### src/rtl/axis_arbiter_2.sv
// Two-input AXI-Stream arbiter, packet-granular round-robin, one registered output stage.
// Latency: 1 cycle from input handshake to output_valid. Inputs stall whenever the stage holds an unaccepted beat.
module axis_arbiter_2 #(
    parameter int DATA_WIDTH = 16
) (
    input  logic                  clk,
    input  logic                  rst,

    input  logic                  input_0_valid,
    input  logic                  input_0_last,
    input  logic [DATA_WIDTH-1:0] input_0_data,
    output logic                  input_0_ready,

    input  logic                  input_1_valid,
    input  logic                  input_1_last,
    input  logic [DATA_WIDTH-1:0] input_1_data,
    output logic                  input_1_ready,

    output logic                  output_valid,
    output logic                  output_last,
    output logic                  output_sel,
    output logic [DATA_WIDTH-1:0] output_data,
    input  logic                  output_ready
);

    typedef enum logic [1:0] {
        IDLE   = 2'd0,
        LOCK_0 = 2'd1,
        LOCK_1 = 2'd2
    } state_t;

    state_t                state_q;
    logic                  prio_q;
    logic                  out_valid_q;
    logic                  out_last_q;
    logic                  out_sel_q;
    logic [DATA_WIDTH-1:0] out_data_q;

    logic                  stage_free;
    logic                  grant_vld;
    logic                  grant_sel;
    logic                  sel_valid;
    logic                  sel_last;
    logic [DATA_WIDTH-1:0] sel_data;
    logic                  xfer;

    assign stage_free = !out_valid_q || output_ready;

    // A locked requester keeps the grant even while its valid is low, so packets never interleave.
    always_comb begin
        grant_vld = 1'b0;
        grant_sel = 1'b0;
        case (state_q)
            IDLE: begin
                if (input_0_valid && input_1_valid) begin
                    grant_vld = 1'b1;
                    grant_sel = prio_q;
                end else if (input_0_valid) begin
                    grant_vld = 1'b1;
                    grant_sel = 1'b0;
                end else if (input_1_valid) begin
                    grant_vld = 1'b1;
                    grant_sel = 1'b1;
                end
            end
            LOCK_0: begin
                grant_vld = 1'b1;
                grant_sel = 1'b0;
            end
            LOCK_1: begin
                grant_vld = 1'b1;
                grant_sel = 1'b1;
            end
            default: begin
                grant_vld = 1'b0;
                grant_sel = 1'b0;
            end
        endcase
    end

    assign sel_valid = grant_sel ? input_1_valid : input_0_valid;
    assign sel_last  = grant_sel ? input_1_last  : input_0_last;
    assign sel_data  = grant_sel ? input_1_data  : input_0_data;

    assign input_0_ready = !rst && stage_free && grant_vld && !grant_sel;
    assign input_1_ready = !rst && stage_free && grant_vld &&  grant_sel;
    assign xfer          = !rst && stage_free && grant_vld && sel_valid;

    always_ff @(posedge clk or posedge rst) begin
        if (rst) begin
            state_q     <= IDLE;
            prio_q      <= 1'b0;
            out_valid_q <= 1'b0;
            out_last_q  <= 1'b0;
            out_sel_q   <= 1'b0;
            out_data_q  <= '0;
        end else if (stage_free) begin
            if (xfer) begin
                out_valid_q <= 1'b1;
                out_last_q  <= sel_last;
                out_sel_q   <= grant_sel;
                out_data_q  <= sel_data;
                if (sel_last) begin
                    state_q <= IDLE;
                    prio_q  <= ~grant_sel;
                end else begin
                    state_q <= grant_sel ? LOCK_1 : LOCK_0;
                end
            end else begin
                out_valid_q <= 1'b0;
            end
        end
    end

    assign output_valid = out_valid_q;
    assign output_last  = out_last_q;
    assign output_sel   = out_sel_q;
    assign output_data  = out_data_q;

endmodule

### config.mk
export PLATFORM = sky130hd
export DESIGN_NAME = axis_arbiter_2
export DESIGN_NICKNAME = d
export VERILOG_FILES = /design/src/rtl/axis_arbiter_2.sv
export SDC_FILE = /design/constraint.sdc
export NUM_CORES = 1
export LEC_CHECK = 0
export ABC_CLOCK_PERIOD_IN_PS = 2760
export CAP_MARGIN = 20
export CORE_MARGIN = 8
export CORE_UTILIZATION = 42
export CTS_CLUSTER_SIZE = 25
export DETAILED_ROUTE_END_ITERATION = 8
export PLACE_DENSITY = 0.85
export SYNTH_ARGS = -nofsm -noshare
export SYNTH_HDL_FRONTEND = slang
export SYNTH_SLANG_ARGS = --single-unit
### constraint.sdc
create_clock -name clk -period 2.76 [get_ports clk]
set_input_delay 0.552 -clock clk [delete_from_list [all_inputs] [get_ports clk]]
set_output_delay 0.552 -clock clk [all_outputs]
set_load 0.05 [all_outputs]
=== Yosys cells after proc, flatten, opt, wreduce, memory -nomap -nowiden ===
Cells that the tools add are included.

* Register bits after elaboration: 22
* Input bits: 39
* Output and inout port bits: 21
* Word-level logic and storage cells: 36

* Equal/unequal tests: 2
* Mux-type cells: 13
* Bitwise logic cells: 1
* Reductions and logical operators: 14

{| class="wikitable"
|+ Operators with widths
! cell !! count
|-
| two-way mux 16 bit || 1
|-
| two-way mux 1 bit || 8
|-
| logical AND 1 bit || 6
|-
| two-way mux 2 bit || 2
|-
| one-hot mux 1 bit (2 select lines) || 2
|-
| zero test 1 bit || 3
|-
| AND reduction 3 bit || 1
|-
| equality test 2 x 1 -> 1 bit, second input constant || 1
|-
| equality test 2 bit, second input constant || 1
|-
| zero test 2 bit || 1
|-
| AND reduction 2 bit || 1
|-
| OR reduction 2 bit || 1
|-
| logical OR 1 bit || 1
|-
| NOT 1 bit || 1
|}

=== Logic depth before layout (Yosys ltp) ===
Gate-level depths: netlist of the first run.

* Depth after elaboration: 7
* Mapped depth: 7
* Mapped depth without buffers: 6

=== Worst setup path before layout of the first run ===
Ideal clock, no wire load.

* Path type: flip-flop to output port
* Start point: register state_q[0]
* End point: output port input_1_ready
* Arrival: 1.737 ns
* Required time: 2.208 ns
* Path slack: 0.471 ns
* Stages on the path, launching flop included: 7
* Path through: dfrtp_1 -> inv_1 -> ha_1 -> o21a_2 -> o211ai_4 -> clkbuf_1 -> nor2_1

* Word-level cells in the longest chain between the ends: 5
* Elaborated cells between the ends (all ways): 8

{| class="wikitable"
|+ RTL lines
! what !! line !! source
|-
| from (decl) || 32 || <nowiki>state_t state_q;</nowiki>
|-
| from (signal assigned) || 107 || <nowiki>state_q <= grant_sel ? LOCK_1 : LOCK_0;</nowiki>
|-
| equality test 2 bit / equality test 2 x 1 -> 1 bit (equally long branches) || 53 || <nowiki>case (state_q)</nowiki>
|-
| OR reduction 2 bit (no line) || n/a ||
|-
| one-hot mux 1 bit (2 select lines) || 53 ||
|-
| logical AND 1 bit || 86 || <nowiki>assign input_1_ready = !rst && stage_free && grant_vld && grant_sel;</nowiki>
|-
| logical AND 1 bit * || 86 ||
|-
| to (decl) || 17 || <nowiki>output logic input_1_ready,</nowiki>
|}

Every way passes the cells marked *; elsewhere a longest branch is shown, timed or not.

=== Final worst setup path of the first run ===
* Start point: input port input_0_valid
* End point: output port input_0_ready

* Word-level cells in the longest chain between the ends: 5
* Elaborated cells between the ends (all ways): 10

{| class="wikitable"
|+ RTL lines
! what !! line !! source
|-
| from (decl) || 9 || <nowiki>input logic input_0_valid,</nowiki>
|-
| two-way mux 1 bit / logical AND 1 bit (equally long branches) || 58, 55 ||
|-
| two-way mux 1 bit || 55 || <nowiki>if (input_0_valid && input_1_valid) begin</nowiki>
|-
| one-hot mux 1 bit (2 select lines) || 53 ||
|-
| logical AND 1 bit / zero test 1 bit (equally long branches) || 85 || <nowiki>assign input_0_ready = !rst && stage_free && grant_vld && !grant_sel;</nowiki>
|-
| logical AND 1 bit * || 85 ||
|-
| to (decl) || 12 || <nowiki>output logic input_0_ready,</nowiki>
|}

Marked as above.

==> flow_results.org, run 1 <==
** Status
- Status :: complete, no violations

** Setup path
- The critical path goes through clkdlybuf4s50_1, nand2b_1, a31oi_4, nor2b_1, buf_12.
- Data required time at the worst endpoint :: 2.21 ns
- Type of element capturing the critical path :: primary output
- Largest stage delay on the critical path :: 0.53 ns
- Maximum fanout count along the critical path :: 4
- Cell with the largest stage delay on the worst path :: clkdlybuf4s50_1
- Data arrival time of the worst path :: 1.93 ns
- The worst setup path is of the primary input to primary output kind.
- The worst setup path is launched from a primary input.
- Crit path buffers/inverters :: 2
- Among cell families on the critical path, the largest total delay comes from buffers and inverters.

** Detailed routing
- Summed over all layers, the routed wires come to 3500 µm.
- Number of nets with antenna violations after detailed routing :: 0
- After detailed routing, the average wire length per cell comes to 17.2 µm.
- After the first detailed-routing iteration, the DRC count stood at 35.
- For this run, the detailed router's first-pass iteration total came to 4.
- Using the TritonRoute via totals, the vias-per-cell ratio works out to 5.37.
- Residual DRC :: 0
- Number of vias after detailed routing :: 1096

** Placement
- After detailed placement, the total cell area comes to 1800 µm².
- At the end of routability-driven placement, the weighted congestion stood at 0.831.
- Detail Placement HPWL :: 2800 µm
- Including well taps, the total number of placed cells is 200.
- Worst setup slack after placement :: 0.184 ns
- IO Port Bufs :: 59

** Synthesis
- When the netlist entered floorplanning its net count stood at 153.
- The synthesized netlist contains 23 unique library cells.
- Fraction of the yosys area taken by sequential cells :: 48.1%
- Number of enable-type register cells in the synthesized netlist :: 0
- The synthesized design contains 22 register bits.
- For this run, asynchronously set or reset flops after synthesis account for 100%.
- Gate Count Post-Synth :: 111
- Among all flip-flop cells after synthesis, the most frequent one is dfrtp_1.
- Netlist area before placement :: 1140 µm²
- Yosys warnings :: 0
- In this run the mean area of a mapped cell was 10.3 µm².

** Cells and area
- 0 antenna diodes ended up in the layout.
- Layout cells sized above 1 :: 9.83%
- Final Util :: 69.7%
- Layout Area Growth over Synthesis :: 62.1%
- Post-layout instance count excluding filler cells :: 204
- Total number of nets in the final design :: 216
- The library cells used most frequently in the layout, excluding fill and tap cells, are 57 x clkdlybuf4s50_1, 22 x dfrtp_1, 20 x o21ai_0.
- Summed area of non-filler cells in the final layout :: 1860 µm²
- Leaving out fill and tap cells, the most frequent cell in the layout is clkdlybuf4s50_1.

** GRT
- For this run the aggregate overflow at the end of global routing stands at 0.
- Entering global routing, the biggest net connects 23 pins.
- Antenna violations before repair :: 0
- Global-route wire length before repair :: 5750 µm
- GRT Total Usage :: 15.8%
- Vias in the first global route :: 1189

** Timing
- The final critical path takes up 90.1% of the cycle.
- Across all setup checks in the final design, the least slack found is 0.274 ns.
- Number of setup violations in the final report :: 0
- Setup repair after global routing left no endpoint under its margin.
- Headroom to the max-slew limit :: 45.2%
- After routing, the total negative slack on setup checks comes to 0 ns.
- The final hold violation count was 0.
- Worst Skew :: 0.00375 ns
- Hold timing on the final database bottoms out at a slack of 0.537 ns.
- Min Clock Period, post-route :: 2.49 ns
- For this run, the top clock speed supported by timing is 0.402 GHz.
- Worst Max-Slew Pin Slew :: 0.821 ns
- Max Transition Viols Final :: 0

** Floorplanning
- Standard-cell rows :: 19
- The die covers 4650 µm².
- Total core area :: 2660 µm²
- Initial core utilization :: 43.0%
- Measured along the y axis, the die boundary spans 68.2 µm.
- The die is 68.2 µm wide.
- In this run the count of I/O pins placed on the die edge is 60.

** Flow run
- Max-cap violations in this run came to 0.

** CTS
- Clock-pin slew was measured on the worst setup and hold paths at 0.13 ns.
- Gates resized, CTS repair :: 0
- The tree is rooted in a clkbuf_4.
- In this run, CTS created clock tree buffers numbering 3.
- Clock Sinks :: 22
- Maximum count of clock buffers along a single path :: 2
- TritonCTS built the clock tree.
- Total number of H-tree levels :: 1
- The clock reaches the later pin of the worst-skew pair after 0.31 ns.
- Buffers added to address setup during post-CTS repair amount to 0.
- After clock tree synthesis, the flow added hold-fix buffers numbering 0.

** Power and ir drop
- Switch Pwr :: 1.19 mW
- Net switching is 49.3% of the power.
- P_leak :: 0.809 nW
- Combinational power share :: 66.7%
- Power spread over the standard cell area amounts to 1300 nW/µm².
- The clock network is responsible for 10.4% of the overall power.
- Peak supply drop :: 0.883 mV
- Cell internal power was estimated by the tool at 1.22 mW.
- Tot Pwr :: 2.41 mW
- Portion of total power attributed to sequential cells :: 23.0%

** Worst hold path
- Min-Delay Path Class :: flop to flop
## final timing paths
check | cells after the start | slack (ns) | end | start
min in group asynchronous | 2 | 0.72 | state_q[0] | rst
worst max-delay path | 5 | 0.27 | input_0_ready | input_0_valid
worst max register to register | 8 | 0.62 | output_data[14] | state_q[1]
worst min register to register | 2 | 0.54 | output_data[0] | output_data[0]
max in group asynchronous | 2 | 1.54 | output_data[5] | rst
worst min-delay path | 2 | 0.54 | output_data[0] | output_data[0]
## registers in the layout (all words and copies together), names as in the netlist
register and count:
output_sel 1, prio_q 1, output_last 1, output_valid 1, output_data 16, state_q 2
## cells in the mapped netlist (2+ instances only)
library cell,number,share of area (%)
nor2_1,3,0.98
buf_4,2,1.3
ha_1,3,3.3
dfrtp_1,22,48
inv_1,5,1.6
o21ai_0,20,8.7
nand2b_1,2,1.1
nand2_1,2,0.66
buf_2,2,0.87
o21ai_1,18,7.9
clkbuf_1,4,1.3
mux2i_1,17,15
## area by class of cell
| cell class | count | area, µm² |
|---|---|---|
| clock inverters | 1 | 30.0 |
| clock buffers | 3 | 22.5 |
| multi-input cells | 76 | 544 |
| fillers | 203 | 807 |
| flip-flops and latches | 22 | 551 |
| repair buffers | 66 | 651 |
| inverters | 5 | 18.8 |
| well taps | 31 | 38.8 |
## routing by layer
metal  global-route usage, %  share of wire (%)
met1                    18.0                 39
met2                    29.4                 55
met3                    2.29                5.5
met4                    5.37                1.1
met5                       0                  0
## power by group through the flow
stage	Combinational (mW)	Clock, mW	Sequential [mW]
after floorplan	0.614	0	1.00
final	1.61	0.250	0.554
after global placement	1.56	0	0.556
after global routing	1.70	0.271	0.572
after detailed placement	1.61	0	0.562
after CTS	1.62	0.252	0.554
## cell families (layout without fill, tap and decap cells)
kind of cell             after synthesis  count (layout)  share of synthesized area, %
adder cells (fa/ha/maj)                3               3                          3.28
AO/OA/AOI/OAI                         46              46                          23.9
multiplexers                          17              17                          14.9
buffers and inverters                 13              75                          5.14
AND/OR/NAND/NOR                       10              10                          4.70
flip-flops                            22              22                          48.1
## worst min-delay path: cells and delay by family (launching register included)
family	cells	cell delay, ns
flip-flops	1	0.37
AO/OA/AOI/OAI	2	0.14
Power figures use the tool's default switching activity.
==> inputs of run 2 (changes only) <==
Settings changed: MAX_ROUTING_LAYER set to met4.
==> run 2 against run 1 <==
Global-route usage grew 0.49 points. Worst hold slack did not move. Setup slack barely moved. Final area did not move. Maximum frequency about the same. Total power barely moved. Critical path depth stayed put. Count of clock-buffer cells in the layout unchanged. Sequential share of layout area did not move. Routed wire length about the same. Utilization unchanged. Largest cell class unchanged. Largest power group unchanged. Highest routed layer unchanged.
==> flow_results.org, run 2 (synthesis results as in run 1) <==
** Detailed routing
- Post-Route WL :: 3500 µm
- Number of vias after detailed routing :: 1097
- Detailed Route Iter0 Violations :: 35
- Dividing the detail-routed via count by the number of cells gives 5.38.
- Number of detailed-route iterations in the first pass :: 4
- After detailed routing, the average wire length per cell comes to 17.1 µm.
- Residual DRC :: 0
- Number of nets with antenna violations after detailed routing :: 0

** Worst hold path
- The worst hold path begins at output_data[0].
- Min-Delay Path Class :: flop to flop
- Counting instances, the worst hold path has a depth of 2.

** Timing
- The number of max-slew violations in the final report is 0.
- Final setup slack of the worst path :: 0.274 ns
- Setup repair after global routing left no endpoint under its margin.
- Hold Violations, Final :: 0
- Setup total negative slack on the finished layout was measured at 0 ns.
- For the pin with the worst max-slew slack, the measured transition is 0.821 ns.
- Setup violations remaining at the end of the flow were counted as 0.
- The smallest clock period supported by the final layout is computed as 2.49 ns.
- Worst Skew :: 0.00372 ns
- The final critical path takes up 90.1% of the cycle.
- Top achievable clock speed :: 0.402 GHz
- Headroom to the max-slew limit :: 45.2%
- Final worst hold slack :: 0.537 ns

** Cells and area
- The area growth from synthesis to layout is 62.1%.
- Of the cells placed in the final design, the portion with a size suffix greater than 1 is 9.83%.
- Leaving out fill and tap cells, the most frequent cell in the layout is clkdlybuf4s50_1.
- Cells fill 69.7% of the core in the end.
- In the final design database the tool counted 216 nets.
- Commonest cells after routing, fill and taps aside :: 57 x clkdlybuf4s50_1, 22 x dfrtp_1, 20 x o21ai_0
- The register with the most flip-flops in the layout has 16 of them.
- Total inserted antenna cells :: 0
- Summed area of non-filler cells in the final layout :: 1860 µm²
- Post-layout instance count excluding filler cells :: 204

** CTS
- The number of clock buffers added by TritonCTS is 3.
- Clock tree from TritonCTS :: built
- Post-CTS timing repair inserted 0 buffers for setup.
- Counting along the longest clock path gives a buffer depth of 2.
- Total number of H-tree levels :: 1
- Worst-skew pair later-pin latency :: 0.31 ns
- Hold repair after CTS inserted 0 buffers.
- Clock-pin slew was measured on the worst setup and hold paths at 0.13 ns.
- For this design, the sink count on the clock tree is 22.
- The number of gates resized after CTS was 0.
- CTS placed an instance of clkbuf_4 at the clock tree root.

** Floorplanning
- Total core area :: 2660 µm²
- The floorplan has 19 rows.
- Number of I/O pins :: 60
- In this run the vertical extent of the chip is 68.2 µm.
- DIE AREA :: 4650 µm²
- DIE WIDTH :: 68.2 µm
- For this configuration, the core starts out at a cell density of 43.0%.

** Status
- Status :: complete, no violations

** Placement
- The congestion estimate from routability-driven global placement came to 0.843.
- Detail Placement HPWL :: 2800 µm
- IO Port Bufs :: 59
- In this run, placement finished with an instance count of 200.
- Area after DPL :: 1800 µm²
- Worst setup slack after placement :: 0.184 ns

** Power and ir drop
- Peak supply drop :: 0.883 mV
- For this design the static power due to leakage is 0.809 nW.
- Total power divided by cell area :: 1300 nW/µm²
- The completed layout was analyzed and its total power is 2.41 mW.

** Setup path
- Data required time at the worst endpoint :: 2.21 ns
- For the worst flop-to-flop path, the logic depth is 8.
- Data arrival time of the worst path :: 1.93 ns
- Launch point of the worst path :: input_0_valid
- Kind of start point of the critical path :: primary input
- Maximum fanout count along the critical path :: 4
- Beginning of the worst register-to-register path :: state_q[1]
- The critical path is of the primary input to primary output type.
- Type of element capturing the critical path :: primary output
- Among cell families on the critical path, the largest total delay comes from buffers and inverters.
- For this design, the slowest cell found on the critical path is clkdlybuf4s50_1.
- Chain of cells forming the critical path :: clkdlybuf4s50_1, nand2b_1, a31oi_4, nor2b_1, buf_12
- The critical path contains buffers and inverters numbering 2 combined.
- Counting buffers and inverters, the worst setup path is 5 cells deep.
- Largest stage delay on the critical path :: 0.53 ns

** GRT
- GRT Total Usage :: 16.3%
- Largest net degree at the start of global routing :: 23
- Antenna violations before repair :: 0
- After global routing the overflow that remains totals 0.
- The number of global-route vias before repair is 1191.
- Global-route wire length before repair :: 5740 µm

** Flow run
- The tool flagged a number of max-cap violations equal to 0.
==> run 2: cell counts in the layout (fill, tap and decap cells not counted) <==
No cell type changed its count.
==> run 2: area by class of cell <==
type                       instances  area [µm²]
fill                             203         807
timing repair buffer              66         651
sequential                        22         551
multi-input combinational         76         544
tap                               31        38.8
clock inverter                     1        30.0
clock buffer                       3        22.5
inverter                           5        18.8
==> run 2: worst paths after layout <==
| path | to | slack (ns) |
|---|---|---|
| max | input_0_ready | 0.27 |
| min | output_data[0] | 0.54 |
| max reg2reg | output_data[14] | 0.62 |
| min reg2reg | output_data[0] | 0.54 |
| max in group asynchronous | output_data[5] | 1.54 |
| min in group asynchronous | state_q[0] | 0.72 |
==> run 2: tightest hold or removal path, delay by kind of cell (launching register included) <==
kind / cells / cell delay [ns]
DFF: 1 / 0.37
AOI/OAI and AO/OA: 2 / 0.14
==> run 2: report_power, final <==
part	switching, mW	internal, mW
combinational	1.00	0.605
clock	0.103	0.147
sequential	0.0823	0.472
==> run 2: per-layer routing <==
layer  routed length [µm]  track usage (%)
met3                  147             1.31
met2                 1910             29.4
met5                    0                -
met1                 1400             18.6
met4                   38             5.37
